File: src/rtl/mem_stage_pkg.sv
// mem_stage_pkg
//   Shared widths, stall-vector bit positions, load-op encodings, capture
//   FSM states and the packed layouts of the EX->MEM and MEM->WB buses.
//   Imported by mem_stage and load_align.
package mem_stage_pkg;

    localparam int EX_TO_MEM_WD = 79;
    localparam int MEM_TO_WB_WD = 70;
    localparam int STALL_W      = 6;

    // Stall vector bit positions and polarity.
    localparam int   STALL_MEM = 3;
    localparam int   STALL_WB  = 4;
    localparam logic STOP      = 1'b1;
    localparam logic NO_STOP   = 1'b0;

    typedef enum logic [2:0] {
        LOAD_LW  = 3'b000,
        LOAD_LB  = 3'b001,
        LOAD_LBU = 3'b010,
        LOAD_LH  = 3'b011,
        LOAD_LHU = 3'b100
    } load_op_e;

    typedef enum logic {
        CAP_IDLE = 1'b0,
        CAP_HOLD = 1'b1
    } cap_state_e;

    // EX->MEM bus, MSB first.
    typedef struct packed {
        logic [2:0]  load_op;
        logic [31:0] pc;
        logic        ram_en;
        logic [3:0]  ram_wen;
        logic        sel_rf_res;
        logic        rf_we;
        logic [4:0]  rf_waddr;
        logic [31:0] result;
    } ex_to_mem_t;

    // MEM->WB bus, MSB first.
    typedef struct packed {
        logic [31:0] pc;
        logic        rf_we;
        logic [4:0]  rf_waddr;
        logic [31:0] rf_wdata;
    } mem_to_wb_t;

    // A load is an enabled data-RAM access with no byte writes.
    function automatic logic is_load(input ex_to_mem_t b);
        return b.ram_en && (b.ram_wen == 4'b0000);
    endfunction

endpackage

File: src/rtl/mem_stage_load_align.sv
// load_align
//   Combinational byte/halfword extraction of a 32-bit little-endian word
//   with sign or zero extension.
// Ports:
//   raw_i      32-bit word read from the data SRAM (or capture buffer)
//   addr_i     low two address bits selecting the byte/halfword
//   load_op_i  load type; unknown encodings behave as a word load
//   value_o    extended 32-bit result
module load_align
    import mem_stage_pkg::*;
(
    input  logic [31:0] raw_i,
    input  logic [1:0]  addr_i,
    input  logic [2:0]  load_op_i,
    output logic [31:0] value_o
);

    logic [7:0]  byte_sel;
    logic [15:0] half_sel;

    // Misaligned addresses are not trapped: the low bits select directly.
    assign byte_sel = raw_i[{addr_i, 3'b000} +: 8];
    assign half_sel = addr_i[1] ? raw_i[31:16] : raw_i[15:0];

    always_comb begin
        value_o = raw_i;
        case (load_op_i)
            LOAD_LB:  value_o = {{24{byte_sel[7]}}, byte_sel};
            LOAD_LBU: value_o = {24'h0, byte_sel};
            LOAD_LH:  value_o = {{16{half_sel[15]}}, half_sel};
            LOAD_LHU: value_o = {16'h0, half_sel};
            default:  value_o = raw_i;
        endcase
    end

endmodule

File: src/rtl/mem_stage.sv
// mem_stage
//   Memory-access pipeline stage. Registers the EX->MEM bus under stall
//   control, selects and aligns SRAM load data, and produces the MEM->WB bus
//   plus the MEM-stage forwarding signals. A capture buffer keeps the
//   single-cycle SRAM read data alive while writeback is stalled.
// Ports:
//   clk              clock
//   rst              asynchronous active-low reset
//   stall            global stall vector (bit 3 MEM, bit 4 WB, 1 = stop)
//   ex_to_mem_bus    incoming EX->MEM bus
//   data_sram_rdata  SRAM read data, valid in a load's first MEM cycle
//   mem_to_wb_bus    outgoing MEM->WB bus {pc, rf_we, rf_waddr, rf_wdata}
//   MEM_ID           forwarding data (= rf_wdata)
//   MEM_wb_en        forwarding write enable
//   MEM_wb_r         forwarding destination register
module mem_stage #(
    parameter int EX_TO_MEM_WD = 79,
    parameter int MEM_TO_WB_WD = 70,
    parameter int STALL_W      = 6
) (
    input  logic                    clk,
    input  logic                    rst,
    input  logic [STALL_W-1:0]      stall,
    input  logic [EX_TO_MEM_WD-1:0] ex_to_mem_bus,
    input  logic [31:0]             data_sram_rdata,
    output logic [MEM_TO_WB_WD-1:0] mem_to_wb_bus,
    output logic [31:0]             MEM_ID,
    output logic                    MEM_wb_en,
    output logic [4:0]              MEM_wb_r
);
    import mem_stage_pkg::*;

    ex_to_mem_t bus_q, bus_d;
    cap_state_e state_q, state_d;
    logic [31:0] hold_data_q, hold_data_d;
    logic        entered_q, entered_d;

    logic        mem_stop, wb_stop, reg_update;
    logic [31:0] raw, load_value, rf_wdata;
    mem_to_wb_t  wb_s;
    logic        stall_unused;

    assign mem_stop   = (stall[STALL_MEM] == STOP);
    assign wb_stop    = (stall[STALL_WB] == STOP);
    // The register changes (bubble or new instruction) unless both stop.
    assign reg_update = !mem_stop || !wb_stop;

    assign stall_unused = ^{stall[STALL_MEM-1:0], stall[STALL_W-1:STALL_WB+1]};

    // Stage register: bubble has priority over load, otherwise hold.
    always_comb begin
        bus_d     = bus_q;
        entered_d = 1'b0;
        if (mem_stop && !wb_stop) begin
            bus_d = '0;
        end else if (!mem_stop) begin
            bus_d     = ex_to_mem_bus;
            entered_d = 1'b1;
        end
    end

    // Capture FSM. The SRAM data is only valid in the first cycle a load
    // sits in MEM, so it is latched exactly then if writeback is stalled.
    // The !reg_update term only matters for non-monotonic stall vectors,
    // where the load leaves MEM anyway and nothing needs capturing.
    always_comb begin
        state_d     = state_q;
        hold_data_d = hold_data_q;
        raw         = data_sram_rdata;
        case (state_q)
            CAP_IDLE: begin
                if (entered_q && is_load(bus_q) && wb_stop && !reg_update) begin
                    state_d     = CAP_HOLD;
                    hold_data_d = data_sram_rdata;
                end
            end
            CAP_HOLD: begin
                raw = hold_data_q;
                if (reg_update) begin
                    state_d = CAP_IDLE;
                end
            end
            default: state_d = CAP_IDLE;
        endcase
    end

    always_ff @(posedge clk or negedge rst) begin
        if (!rst) begin
            bus_q       <= '0;
            state_q     <= CAP_IDLE;
            hold_data_q <= '0;
            entered_q   <= 1'b0;
        end else begin
            bus_q       <= bus_d;
            state_q     <= state_d;
            hold_data_q <= hold_data_d;
            entered_q   <= entered_d;
        end
    end

    load_align u_load_align (
        .raw_i     (raw),
        .addr_i    (bus_q.result[1:0]),
        .load_op_i (bus_q.load_op),
        .value_o   (load_value)
    );

    assign rf_wdata = bus_q.sel_rf_res ? load_value : bus_q.result;

    assign wb_s.pc       = bus_q.pc;
    assign wb_s.rf_we    = bus_q.rf_we;
    assign wb_s.rf_waddr = bus_q.rf_waddr;
    assign wb_s.rf_wdata = rf_wdata;

    assign mem_to_wb_bus = wb_s;
    assign MEM_ID        = rf_wdata;
    assign MEM_wb_en     = bus_q.rf_we;
    assign MEM_wb_r      = bus_q.rf_waddr;

endmodule

File: config.mk
export PLATFORM = sky130hd
export DESIGN_NAME = mem_stage
export DESIGN_NICKNAME = d
export VERILOG_FILES = /design/src/rtl/mem_stage_pkg.sv /design/src/rtl/mem_stage_load_align.sv /design/src/rtl/mem_stage.sv
export SDC_FILE = /design/constraint.sdc
export NUM_CORES = 1
export LEC_CHECK = 0
export ABC_AREA = 1
export CAP_MARGIN = 15
export CORE_ASPECT_RATIO = 0.7
export CORE_MARGIN = 5
export CORE_UTILIZATION = 35
export CTS_CLUSTER_DIAMETER = 80
export DETAILED_ROUTE_END_ITERATION = 8
export GPL_TIMING_DRIVEN = 1
export PLACE_DENSITY_LB_ADDON = 0.12
export SYNTH_ARGS = -nofsm -noshare
export SYNTH_HDL_FRONTEND = slang
export SYNTH_SLANG_ARGS = --single-unit
File: constraint.sdc
create_clock -name clk -period 2.75 [get_ports clk]
set_clock_uncertainty 0.05 [all_clocks]
set_input_delay 0.825 -clock clk [delete_from_list [all_inputs] [get_ports clk]]
set_output_delay 0.825 -clock clk [all_outputs]
set_load 0.1 [all_outputs]
==> results of run 1 <==
==> worst max-delay path by stage <==
stage,startpoint,endpoint,cells after the start
CTS,state_q,mem_to_wb_bus[14],10
global route,state_q,MEM_ID[14],10
detailed placement,data_sram_rdata[15],mem_to_wb_bus[15],9
global placement,data_sram_rdata[15],MEM_ID[14],9
finish,state_q,MEM_ID[14],10
floorplan,data_sram_rdata[15],mem_to_wb_bus[19],10
==> cells in the mapped netlist <==
cell type  instances  share of area [%]
a21boi_1           1               0.11
a21oi_1           23                1.7
a21oi_2            2               0.26
a31oi_1            6               0.55
and2_1             3               0.28
buf_1              4               0.22
buf_2             15                1.1
buf_4             75                8.3
buf_6             10                1.7
clkbuf_1          27                1.5
clkbuf_2           1              0.074
dfrtp_1          113                 42
inv_1             77                4.3
inv_2              5               0.28
inv_6              1               0.13
nand2_1          354                 20
nand2_2            4               0.37
nand2_4            1               0.17
nand3_1          160                 12
nand3_2            2               0.29
nand3b_2           1               0.17
nand4_1            1              0.092
nor2_1            20                1.1
nor2_4             1               0.17
nor3_2             1               0.15
o21ai_0           31                2.3
o21ai_1           25                1.8
==> flip-flops by register name, summed over array words and instances (netlist names) <==
| signal | count |
|---|---|
| bus_q | 41 |
| hold_data_q | 32 |
| mem_to_wb_bus | 32 |
| MEM_wb_r | 5 |
| MEM_wb_en | 1 |
| entered_q | 1 |
| state_q | 1 |
==> final cells by class <==
| type | count | area [um2] | share of cell area, % |
|---|---|---|---|
| clock inverters | 14 | 205 | 1.80 |
| well taps | 264 | 330 | 2.89 |
| multi-input cells | 638 | 3810 | 33.3 |
| flip-flops and latches | 113 | 2830 | 24.8 |
| clock buffers | 18 | 429 | 3.76 |
| repair inverters | 1 | 16.3 | 0.142 |
| repair buffers | 277 | 3420 | 29.9 |
| inverters | 83 | 390 | 3.42 |
==> per-layer routing <==
| layer | up-vias | part of all wire [%] |
|---|---|---|
| li1 | 3325 | - |
| met1 | 3205 | 47 |
| met4 | 2 | 1.4 |
| met5 | - | 0.054 |
| met2 | 248 | 44 |
| met3 | 27 | 7.6 |
==> placed cells by master (no fill, tap or decap), types with 5 or more instances in the layout <==
master           count
a31oi_1              5
dfrtp_1            112
clkbuf_16           19
buf_4               77
nor2_1              17
dlygate4sd2_1       17
clkdlybuf4s50_1     81
a21oi_2             15
o21ai_0             31
o21ai_1             25
nand3_1            117
nand2_8             12
nand3_4             17
buf_12              79
nand2_1            270
nand2_2             54
inv_1               61
buf_6                5
dlymetal6s2s_1      10
nand2_4             25
nand3_2             28
clkinv_4             5
a21oi_4              7
clkinvlp_4          18
==> kinds of logic (layout without fill, tap and decap cells) <==
group	count (synthesis)	after routing
buffers and inverters	215	393
AOI/OAI and AO/OA	88	88
and+or+nand+nor	548	550
DFF	113	113
==> power by group <==
| part | internal, uW | total [uW] | switching (uW) | leakage (uW) |
|---|---|---|---|---|
| clock | 1530 | 2400 | 872 | 0.000302 |
| combinational | 1050 | 3210 | 2160 | 0.00379 |
| sequential | 1840 | 1930 | 96.7 | 0.00145 |
| total | 4420 | 7540 | 3130 | 0.00554 |
==> through the flow <==
step / std cells / utilization, %
CTS: 1402 / 58.0
finish: 1408 / 60.2
floorplan: 964 / -
global placement: 1359 / 52.5
detailed placement: 1359 / 52.5
global route: 1408 / 60.2
==> timing repair <==
action	4_1_cts	5_1_grt
gates resized for setup	97	82
endpoints found under the setup margin	64	64
pin swaps	32	26
buffers inserted	7	4
gates cloned	4	2
==> impl_metrics.json, run 1 <==
{
  "synth_fa_ha_area_share_pct": 0,
  "setup-violations-final": 64,
  "place_hpwl_um": 16700,
  "cts_buffer_depth": 2,
  "fin_tns_setup_ps": -17010,
  "grt_busiest_layer": "met2",
  "initial_core_util_pct": 35.8,
  "critPathMostFrequentCell": "buf_12",
  "cp_slowest_cell": "dfrtp_2",
  "ys_ff_latch": 113,
  "synth_nets": 1083,
  "required_ps": 1880,
  "use_met2_pct": 30.7,
  "worstPathMaxFanout": 8,
  "antenna_found_initial": 1,
  "r2r_end": "hold_data_q[8]",
  "grt_overflow": 0,
  "period_share_pct": 111,
  "die_h_um": 127,
  "io_buffers": 222,
  "report.power.total_uw": 7540,
  "gp_congestion": 0.867,
  "leakage_uw": 0.00554,
  "cts.sinks": 113,
  "worst_skew_pair.late_latency_ps": 420,
  "maxCapViolCount": 0,
  "area_growth_pct": 68.2,
  "drt_pass1_iterations": 5,
  "fmax_ghz": 0.326,
  "hold_viol": 0,
  "ys_types": 27,
  "synth.mux.area_fraction_pct": 0,
  "fin_crit_ps": 3070,
  "drtAntennaViolNets": 0,
  "dpl_worst_slack_ps": -772,
  "yosysSeqAreaShare_pct": 41.6,
  "drive_above_1_share_pct": 34.4,
  "layout_setup_ws_ps": -315,
  "synth-compound-area-share_pct": 6.74,
  "cts_inserted_buffers": 17,
  "worst-r2r-cell-count": 7,
  "power_density_nw_per_um2": 660,
  "slew-limit-headroom_pct": 57.3,
  "io_pins": 227,
  "diodes": 0,
  "rr_startpoint": "state_q",
  "ys_warn_count": 0,
  "hold_path.class": "input port to asynchronous set/reset pin",
  "via_per_inst": 4.83,
  "drc": 0,
  "vias": 6807,
  "critPathKind": "flip-flop to primary output",
  "rsz0062_at_grt": "true",
  "grtUsageTotal_pct": 21.0,
  "cp-start-kind": "flip-flop",
  "status": "finished with violations",
  "cp_num_buf_inv": 4,
  "crit_family": "buffers and inverters",
  "syn_avg_cell_area_um2": 7.05,
  "synth_top_family_by_area": "simple AND/OR/NAND/NOR gates",
  "fin_hold_ws_ps": 343,
  "irDropWorstVdd_mv": 0.369,
  "wl_per_cell_um": 17.2,
  "fill_cells": 1663,
  "cpPeakStageDelay_ps": 440,
  "coreArea_um2": 19000,
  "root_buffer": "clkbuf_16",
  "worst_pin_slew_ps": 640,
  "violations": "negative setup slack",
  "grt_pass1_wl_um": 36600,
  "cts_tree": "done",
  "arrival_ps": 2190,
  "drt_wl_total_um": 24100,
  "die_x_um": 177,
  "synthesis.area_um2": 6790,
  "postCtsHoldBufs": 0,
  "crit_chain": "buf_12, inv_16, buf_12, nand2_2, nand3_2, nand3_1, nand2_2, nor2_1, a21oi_4, buf_12",
  "grt.met1_usage_pct": 30.3,
  "drt-initial-drc-count": 459,
  "place_area_um2": 9960,
  "htreeDepth": 4,
  "ff2ff_setup_slack_ps": 1060,
  "crit_path_end_kind": "primary output",
  "synthSimpleGateAreaFrac_pct": 34.1,
  "drv_slew": 0,
  "grt_max_degree": 66,
  "postSynthCellCount": 964,
  "path_clk_slew_ps": 60,
  "final_area_um2": 11400,
  "dieArea_um2": 22300,
  "rows": 42,
  "grt_pass1_vias": 6505,
  "finalNetCount": 1250,
  "synth_xor_area_share_pct": 0,
  "gr-usage-met3_pct": 6.34
}
No activity file was read; power rests on OpenSTA's default activity.
==> inputs of run 2 (changes only) <==
Settings changed: SLEW_MARGIN from default to 30.
==> results of run 2 <==
The final DEF is identical to that of run 1; final timing and power are the same.
